`src/rtl/wrr_pkg.sv`:
```
// Shared types and helpers for the weighted round-robin arbiter.
package wrr_pkg;

    typedef enum logic {IDLE, GRANT} state_t;

    function automatic logic [4:0] onehot2bin(input logic [31:0] oh);
        logic [4:0] b;
        b = '0;
        for (int i = 0; i < 32; i++) begin
            if (oh[i]) b = b | i[4:0];
        end
        return b;
    endfunction

    // Rotate a one-hot vector left by one position within its low n bits.
    function automatic logic [31:0] rotl1(input logic [31:0] v, input int unsigned n);
        logic [63:0] m;
        logic [63:0] r;
        m = (64'd1 << n) - 64'd1;
        r = (({32'd0, v} << 1) | ({32'd0, v} >> (n - 1))) & m;
        return r[31:0];
    endfunction

endpackage

```
`src/rtl/wrr_arbiter_if.sv`:
```
// Requester/downstream bundle of the weighted round-robin arbiter.
// The lock vector exists only when WRR_LOCK_EN is defined.
interface wrr_arbiter_if #(
    parameter int NUM      = 4,
    parameter int WEIGHT_W = 3
) ();
    localparam int IDX_W = $clog2(NUM);

    logic [NUM-1:0]          req;
    logic [NUM*WEIGHT_W-1:0] weight;
    logic                    ack;
    logic [NUM-1:0]          gnt;
    logic                    gnt_valid;
    logic [IDX_W-1:0]        gnt_idx;
`ifdef WRR_LOCK_EN
    logic [NUM-1:0]          lock;
`endif

    modport master (
        output req, weight, ack,
`ifdef WRR_LOCK_EN
        output lock,
`endif
        input  gnt, gnt_valid, gnt_idx
    );

    modport slave (
        input  req, weight, ack,
`ifdef WRR_LOCK_EN
        input  lock,
`endif
        output gnt, gnt_valid, gnt_idx
    );
endinterface

```
`src/rtl/rr_pick.sv`:
```
// Combinational round-robin pick: first set request at or above base, wrapping.
module rr_pick #(
    parameter int NUM = 4
) (
    input  logic [NUM-1:0] base,
    input  logic [NUM-1:0] request,
    output logic [NUM-1:0] pick
);
    logic [2*NUM-1:0] dbl;
    logic [2*NUM-1:0] dgnt;

    // Subtracting the one-hot base clears everything below it and isolates
    // the first request at or after it; the upper copy covers the wrap.
    assign dbl  = {request, request};
    assign dgnt = dbl & ~(dbl - {{NUM{1'b0}}, base});
    assign pick = dgnt[NUM-1:0] | dgnt[2*NUM-1:NUM];
endmodule

```
`src/rtl/wrr_arbiter.sv`:
```
// Weighted round-robin arbiter with registered grant and per-tenure beat budget.
// Define WRR_LOCK_EN to add the lock input that holds a tenure past its budget.
module wrr_arbiter
    import wrr_pkg::*;
#(
    parameter int NUM      = 4,
    parameter int WEIGHT_W = 3,
    parameter int IDX_W    = $clog2(NUM)
) (
    input logic          clk,
    input logic          reset_n,
    wrr_arbiter_if.slave bus
);
    state_t              state;
    logic [NUM-1:0]      ptr;
    logic [WEIGHT_W-1:0] credit;

    logic [31:0]         gnt_w;
    logic [31:0]         rot_w;
    logic [NUM-1:0]      base_nxt;
    logic [NUM-1:0]      pick_base;
    logic [NUM-1:0]      pick;
    logic [31:0]         pick_w;
    logic [4:0]          pick_bin;
    logic [IDX_W-1:0]    pick_idx;
    logic [WEIGHT_W-1:0] load;
    logic                owner_req;
    logic                lock_hold;
    logic                beat;
    logic                spent;
    logic                rel;

    always_comb begin
        gnt_w            = '0;
        gnt_w[NUM-1:0]   = bus.gnt;
        rot_w            = rotl1(gnt_w, NUM);
        base_nxt         = rot_w[NUM-1:0];
        owner_req        = |(bus.gnt & bus.req);
`ifdef WRR_LOCK_EN
        lock_hold        = |(bus.gnt & bus.lock);
`else
        lock_hold        = 1'b0;
`endif
        beat             = (state == GRANT) && owner_req && bus.ack;
        spent            = beat && (credit == WEIGHT_W'(1)) && !lock_hold;
        rel              = (state == GRANT) && (spent || !owner_req);
        // After the pointer advances past the owner, the owner is last in
        // wrapped order, so an unmasked pick already prefers every other
        // requester and falls back to the owner only when it is alone.
        pick_base        = (state == GRANT) ? base_nxt : ptr;
    end

    rr_pick #(.NUM(NUM)) u_pick (
        .base    (pick_base),
        .request (bus.req),
        .pick    (pick)
    );

    always_comb begin
        pick_w          = '0;
        pick_w[NUM-1:0] = pick;
        pick_bin        = onehot2bin(pick_w);
        pick_idx        = pick_bin[IDX_W-1:0];
        load            = '0;
        for (int i = 0; i < NUM; i++) begin
            if (pick[i]) load = bus.weight[i*WEIGHT_W +: WEIGHT_W];
        end
        if (load == '0) load = WEIGHT_W'(1);
    end

    always_ff @(posedge clk or negedge reset_n) begin
        if (!reset_n) begin
            state         <= IDLE;
            ptr           <= NUM'(1);
            credit        <= '0;
            bus.gnt       <= '0;
            bus.gnt_valid <= 1'b0;
            bus.gnt_idx   <= '0;
        end else begin
            case (state)
                IDLE: begin
                    if (|pick) begin
                        bus.gnt       <= pick;
                        bus.gnt_valid <= 1'b1;
                        bus.gnt_idx   <= pick_idx;
                        credit        <= load;
                        state         <= GRANT;
                    end
                end
                GRANT: begin
                    if (rel) begin
                        ptr <= base_nxt;
                        if (|pick) begin
                            bus.gnt       <= pick;
                            bus.gnt_valid <= 1'b1;
                            bus.gnt_idx   <= pick_idx;
                            credit        <= load;
                        end else begin
                            bus.gnt       <= '0;
                            bus.gnt_valid <= 1'b0;
                            bus.gnt_idx   <= '0;
                            credit        <= '0;
                            state         <= IDLE;
                        end
                    end else if (beat && credit != WEIGHT_W'(1)) begin
                        // A locked owner at credit 1 keeps beating with credit held.
                        credit <= credit - WEIGHT_W'(1);
                    end
                end
                default: state <= IDLE;
            endcase
        end
    end
endmodule

```
`src/flat_wrapper.sv`:
```
// flat-port wrapper written by rule: the top's interface ports become plain ports
module wrr_arbiter_flat import wrr_pkg::*;
#(
    parameter int NUM      = 4,
    parameter int WEIGHT_W = 3,
    parameter int IDX_W    = $clog2(NUM)
)
  (clk, reset_n, bus_req, bus_weight, bus_ack, bus_gnt, bus_gnt_valid, bus_gnt_idx);
  wrr_arbiter_if #(.NUM(NUM), .WEIGHT_W(WEIGHT_W)) bus_i ();
  input logic clk;
  input logic reset_n;
  input wire logic [$bits(bus_i.req)-1:0] bus_req;
  input wire logic [$bits(bus_i.weight)-1:0] bus_weight;
  input wire logic [$bits(bus_i.ack)-1:0] bus_ack;
  output wire logic [$bits(bus_i.gnt)-1:0] bus_gnt;
  output wire logic [$bits(bus_i.gnt_valid)-1:0] bus_gnt_valid;
  output wire logic [$bits(bus_i.gnt_idx)-1:0] bus_gnt_idx;
  assign bus_i.req = bus_req;
  assign bus_i.weight = bus_weight;
  assign bus_i.ack = bus_ack;
  assign bus_gnt = bus_i.gnt;
  assign bus_gnt_valid = bus_i.gnt_valid;
  assign bus_gnt_idx = bus_i.gnt_idx;
  wrr_arbiter #(.NUM(NUM), .WEIGHT_W(WEIGHT_W), .IDX_W(IDX_W)) u_core (.clk(clk), .reset_n(reset_n), .bus(bus_i));
endmodule
```
`config.mk`:
```
export PLATFORM = sky130hd
export DESIGN_NAME = wrr_arbiter_flat
export DESIGN_NICKNAME = d
export VERILOG_FILES = /design/src/rtl/wrr_pkg.sv /design/src/rtl/wrr_arbiter_if.sv /design/src/rtl/rr_pick.sv /design/src/rtl/wrr_arbiter.sv /design/src/flat_wrapper.sv
export SDC_FILE = /design/constraint.sdc
export NUM_CORES = 1
export LEC_CHECK = 0
export CORE_MARGIN = 8
export CORE_UTILIZATION = 61
export DETAILED_ROUTE_END_ITERATION = 10
export DONT_BUFFER_PORTS = 1
export PLACE_DENSITY_LB_ADDON = 0.3
export SLEW_MARGIN = 5
export SYNTH_ARGS = -nofsm -noshare
export SYNTH_HDL_FRONTEND = slang
export SYNTH_SLANG_ARGS = --single-unit
```
`constraint.sdc`:
```
create_clock -name clk -period 3.63 [get_ports clk]
set_input_delay 0.363 -clock clk [delete_from_list [all_inputs] [get_ports clk]]
set_output_delay 0.363 -clock clk [all_outputs]
set_load 0.01 [all_outputs]
```
==> results list <==
* Lkg Pwr: approximately 0.52 nW
- Across the run, the number of max-cap violations was 0.
* Final worst-path cycle share: slightly below 90%
- Headroom to the max-slew limit came out at a little under three fifths.
- Layer carrying the most global-route usage: met2
* Mean instance size in the synthesized netlist: around 9.5 µm²
- Biggest area consumer among synthesized cells: sky130_fd_sc_hd__dfrtp_1
* Via count of the first global-routing pass: 900
* Cell type group with the largest total delay on the critical path: simple AND/OR/NAND/NOR gates
- For this run, global-route usage on met2 was measured as between 20% and 30%.
- At the end of the flow, the number of nets in the layout was about 150.
* Launch point of the worst hold path: bus_req[3]
- Summed over all failing endpoints, the final setup total negative slack is 0 ps.
* Fraction of registers with async set/reset: 100%
- The worst setup path is of the reg2reg kind.
- Clock net sink count: 15
- Clock Pin Slew Worst Setup and Hold Paths: ~90 ps
- Library cells used by synthesis: 40
- After layout, the worst setup slack is ~460 ps.
- Pin placement for this block handled 26 I/O pins.
- By area the synthesized netlist is led by sky130_fd_sc_hd__dfrtp_1, sky130_fd_sc_hd__ha_1, sky130_fd_sc_hd__mux2i_1.
* Area enclosed by the die boundary: 0.00343 mm²
- Setup violations remaining at the end of the flow were counted as 0.
- Before CTS, the worst setup slack after placement is 528 ps.
- Global-route total usage across every layer: 15.8%
- The clock passes through at most 2 buffers.
* Number of synthesized flops with an enable pin: 0
* TritonCTS clock tree: built
- Nature of the critical path startpoint: register
- Number of warnings printed during yosys synthesis: 0
* Antenna fix cells: 0
* Power density cells: between 900 and 1000 mW/mm²
* Clk pwr share: 8.3%
* Starting density of the core: between 60% and 70%
- The largest individual stage delay along the critical path comes from the cell sky130_fd_sc_hd__dfrtp_1.
- The number of buffers and inverters on the critical path is 0.
- Cell count after placement: 141
* CP most frequent cell: sky130_fd_sc_hd__nor2b_1
* WL per Instance: around 17 µm
* Count of TritonRoute iterations in the first routing pass: 4
- The number of clock buffers added by TritonCTS is 3.
- Remaining antenna violation count after routing: 0
* Max Clk Rate: 315 MHz
- For this run the aggregate overflow at the end of global routing stands at 0.
* Via density: 6.19
- Sorting the synthesized cells by how often they occur yields sky130_fd_sc_hd__nand2_1, sky130_fd_sc_hd__dfrtp_1, sky130_fd_sc_hd__inv_1, sky130_fd_sc_hd__o21ai_0.
* Number of instances in the synthesized netlist: 117
- The number of pins exceeding their max-slew limit in the final report is 0.
* Post-detailed-placement half-perimeter wirelength: just under 2000 µm
- Share of final-layout standard cells stronger than drive strength 1: 14.9%
* Die outline width: just under 60 µm
- The root buffer cell chosen for the clock tree is sky130_fd_sc_hd__clkbuf_4.
* Required time reported for the critical path endpoint: 3800 ps
- Dominant synthesized flop cell: sky130_fd_sc_hd__dfrtp_1
- Port-buffer cells: 0
- The top cell type by area accounts for 31.7% of the synthesized area.
- Overall routed net length: between 2000 and 2500 µm
- Largest incremental delay on the critical path: between 600 and 700 ps
- First-pass GRT wire length: 4300 µm
- Final Instance Count excl. Fillers: between 100 and 150
- Met1 Usage GRT: 19.3%
* Largest net degree at the start of global routing: 16
- Remaining routing DRC violations: 0
* Unrepaired setup endpoints after global routing: false
- The total area inside the core boundary comes to between 0.0015 and 0.002 mm².
- Starting DRT DRC Count: 15
- Clock latency on the worst-skew pair, taken at its later pin, is 290 ps.
- On the final layout, the worst clock skew is roughly 2.2 ps.
- In this run the worst path has a maximum fanout of 12.
- Number of hold-slack violations in the final timing report: 0
- Launch point of the critical path: u_core.state
* Dominant cell by count in the synthesized netlist: sky130_fd_sc_hd__nand2_1
- VDD sags by at most 0.602 mV.
- STA puts the critical path data arrival time at between 3000 and 4000 ps.
* Utilization after layout: 68.6%
- Die Span Y: between 50 and 60 µm
- The tightest hold path in the finished design has a slack of 335 ps.
- Register share of total power: 30.0%
- Synth-to-Final Area Change: 5.88%
- Of the total power, the share spent switching nets is between 40 and 50%.
* Hold WC Path Type: in2reg
* Number of placement rows: 15
- For the pin with the worst max-slew slack, the measured transition is ~660 ps.
- STA classifies the critical path endpoint as a register.
- Net count after synthesis: about 140
- The run finished with clean final reports.
* Number of flip-flops and latches in the synthesized netlist: 15
* Ordered list of cells on the worst path: mux2_4, nor2b_1, fa_1, nor2b_1, o21a_1, o41a_1, nand2b_1, nand4_4, o22ai_2, mux2i_1, o31ai_1
- For this block, the via count after detailed routing is 904.
* Beginning of the worst register-to-register path: u_core.state
- The number of gates resized after CTS was 0.
* Final Wtd Congestion: 0.865
- CTS built an H-tree with a depth of 1.
- Combinational share of power: 61.6%
- Internal power: ~0.6 mW
- Power dissipated by switching net loads: roughly 0.54 mW
- Number of antenna violations at the first check in global routing: 0
- Sequential cells were found to cover between 30% and 40% of the synthesized design area.
- The routed design could run at a clock period as short as roughly 3200 ps.
* Fill cell total of the finished layout: between 100 and 150
- Post-Synthesis Cell Area: roughly 0.0011 mm²
- Reg2Reg Setup Slack: around 460 ps
- Global-route met3 utilization: between 6 and 7%
[cells by family (layout without fill, tap and decap cells)]
group	Yosys count	after routing	share of synthesized area, %
adder cells (fa/ha/maj)	6	6	7.47
XOR/XNOR	2	2	1.58
multiplexers	11	11	10.9
AND/OR/NAND/NOR	42	42	20.6
flip-flops	15	15	34.1
buffers and inverters	10	14	3.39
AO/OA/AOI/OAI	31	31	22.1
[final timing paths]
check                                    endpoint  depth (start not counted)
worst max register to register   u_core.credit[0]                         11
worst min-delay path            u_core.bus.gnt[3]                          2
worst min register to register   u_core.credit[1]                          2
max in group asynchronous       u_core.bus.gnt[2]                          1
min in group asynchronous           u_core.ptr[1]                          1
worst max-delay path             u_core.credit[0]                         11
[flip-flops by register name, indices dropped and copies added (netlist names)]
name / flops
u_core.bus.gnt_idx: 2
u_core.bus.gnt_valid: 1
u_core.bus.gnt: 4
u_core.credit: 3
u_core.ptr: 4
u_core.state: 1
[per-stage QoR]
stage / total power [mW] / instance area, µm²
floorplan: 0.902 / 1110
global placement: 1.02 / 1130
detailed placement: 1.04 / 1130
CTS: 1.15 / 1170
global route: 1.25 / 1170
finish: 1.14 / 1170
[worst reg2reg max path, delay by kind of cell, from the launching register on]
kind            cells  cell delay, ps
flops               1             660
simple gates        4             680
fa+ha+maj           1             410
mux                 2             630
compound gates      4             650
[per-layer routing]
metal  part of all wire [%]  up-vias
met5                      0        -
met4                      0        0
met3                    7.8        0
met2                     48       34
met1                     44      437
li1                       -      433
[area by class of cell]
class / count / area [µm²] / share of cell area, %
clock buffer: 3 / 22.5 / 1.92
clock inverter: 1 / 5.00 / 0.427
inverter: 9 / 33.8 / 2.88
multi-input combinational: 92 / 692 / 59.1
sequential: 15 / 377 / 32.2
tap: 25 / 31.3 / 2.67
timing repair buffer: 1 / 10.0 / 0.855
[power by group through the flow]
stage               clock, mW  sequential (mW)  combinational [mW]
floorplan                   0            0.313               0.588
global placement            0            0.344               0.674
detailed placement          0            0.348               0.695
CTS                    0.0970            0.345               0.705
global route            0.105            0.356               0.792
finish                 0.0951            0.344               0.706
[layout by cell type (no fill, tap or decap), types with 4 or more instances in the layout]
cell type,n
sky130_fd_sc_hd__inv_1,9
sky130_fd_sc_hd__mux2i_1,6
sky130_fd_sc_hd__nand2_1,15
sky130_fd_sc_hd__mux2_2,4
sky130_fd_sc_hd__ha_1,5
sky130_fd_sc_hd__dfrtp_1,14
sky130_fd_sc_hd__nor2_1,6
sky130_fd_sc_hd__nand2b_1,4
sky130_fd_sc_hd__o21ai_0,8
[timing repair]
action                    4_1_cts  5_1_grt
setup buffers                   0        0
hold endpoints to repair       15        0
hold buffers                    1        0
No activity file was read; power rests on OpenSTA's default activity.
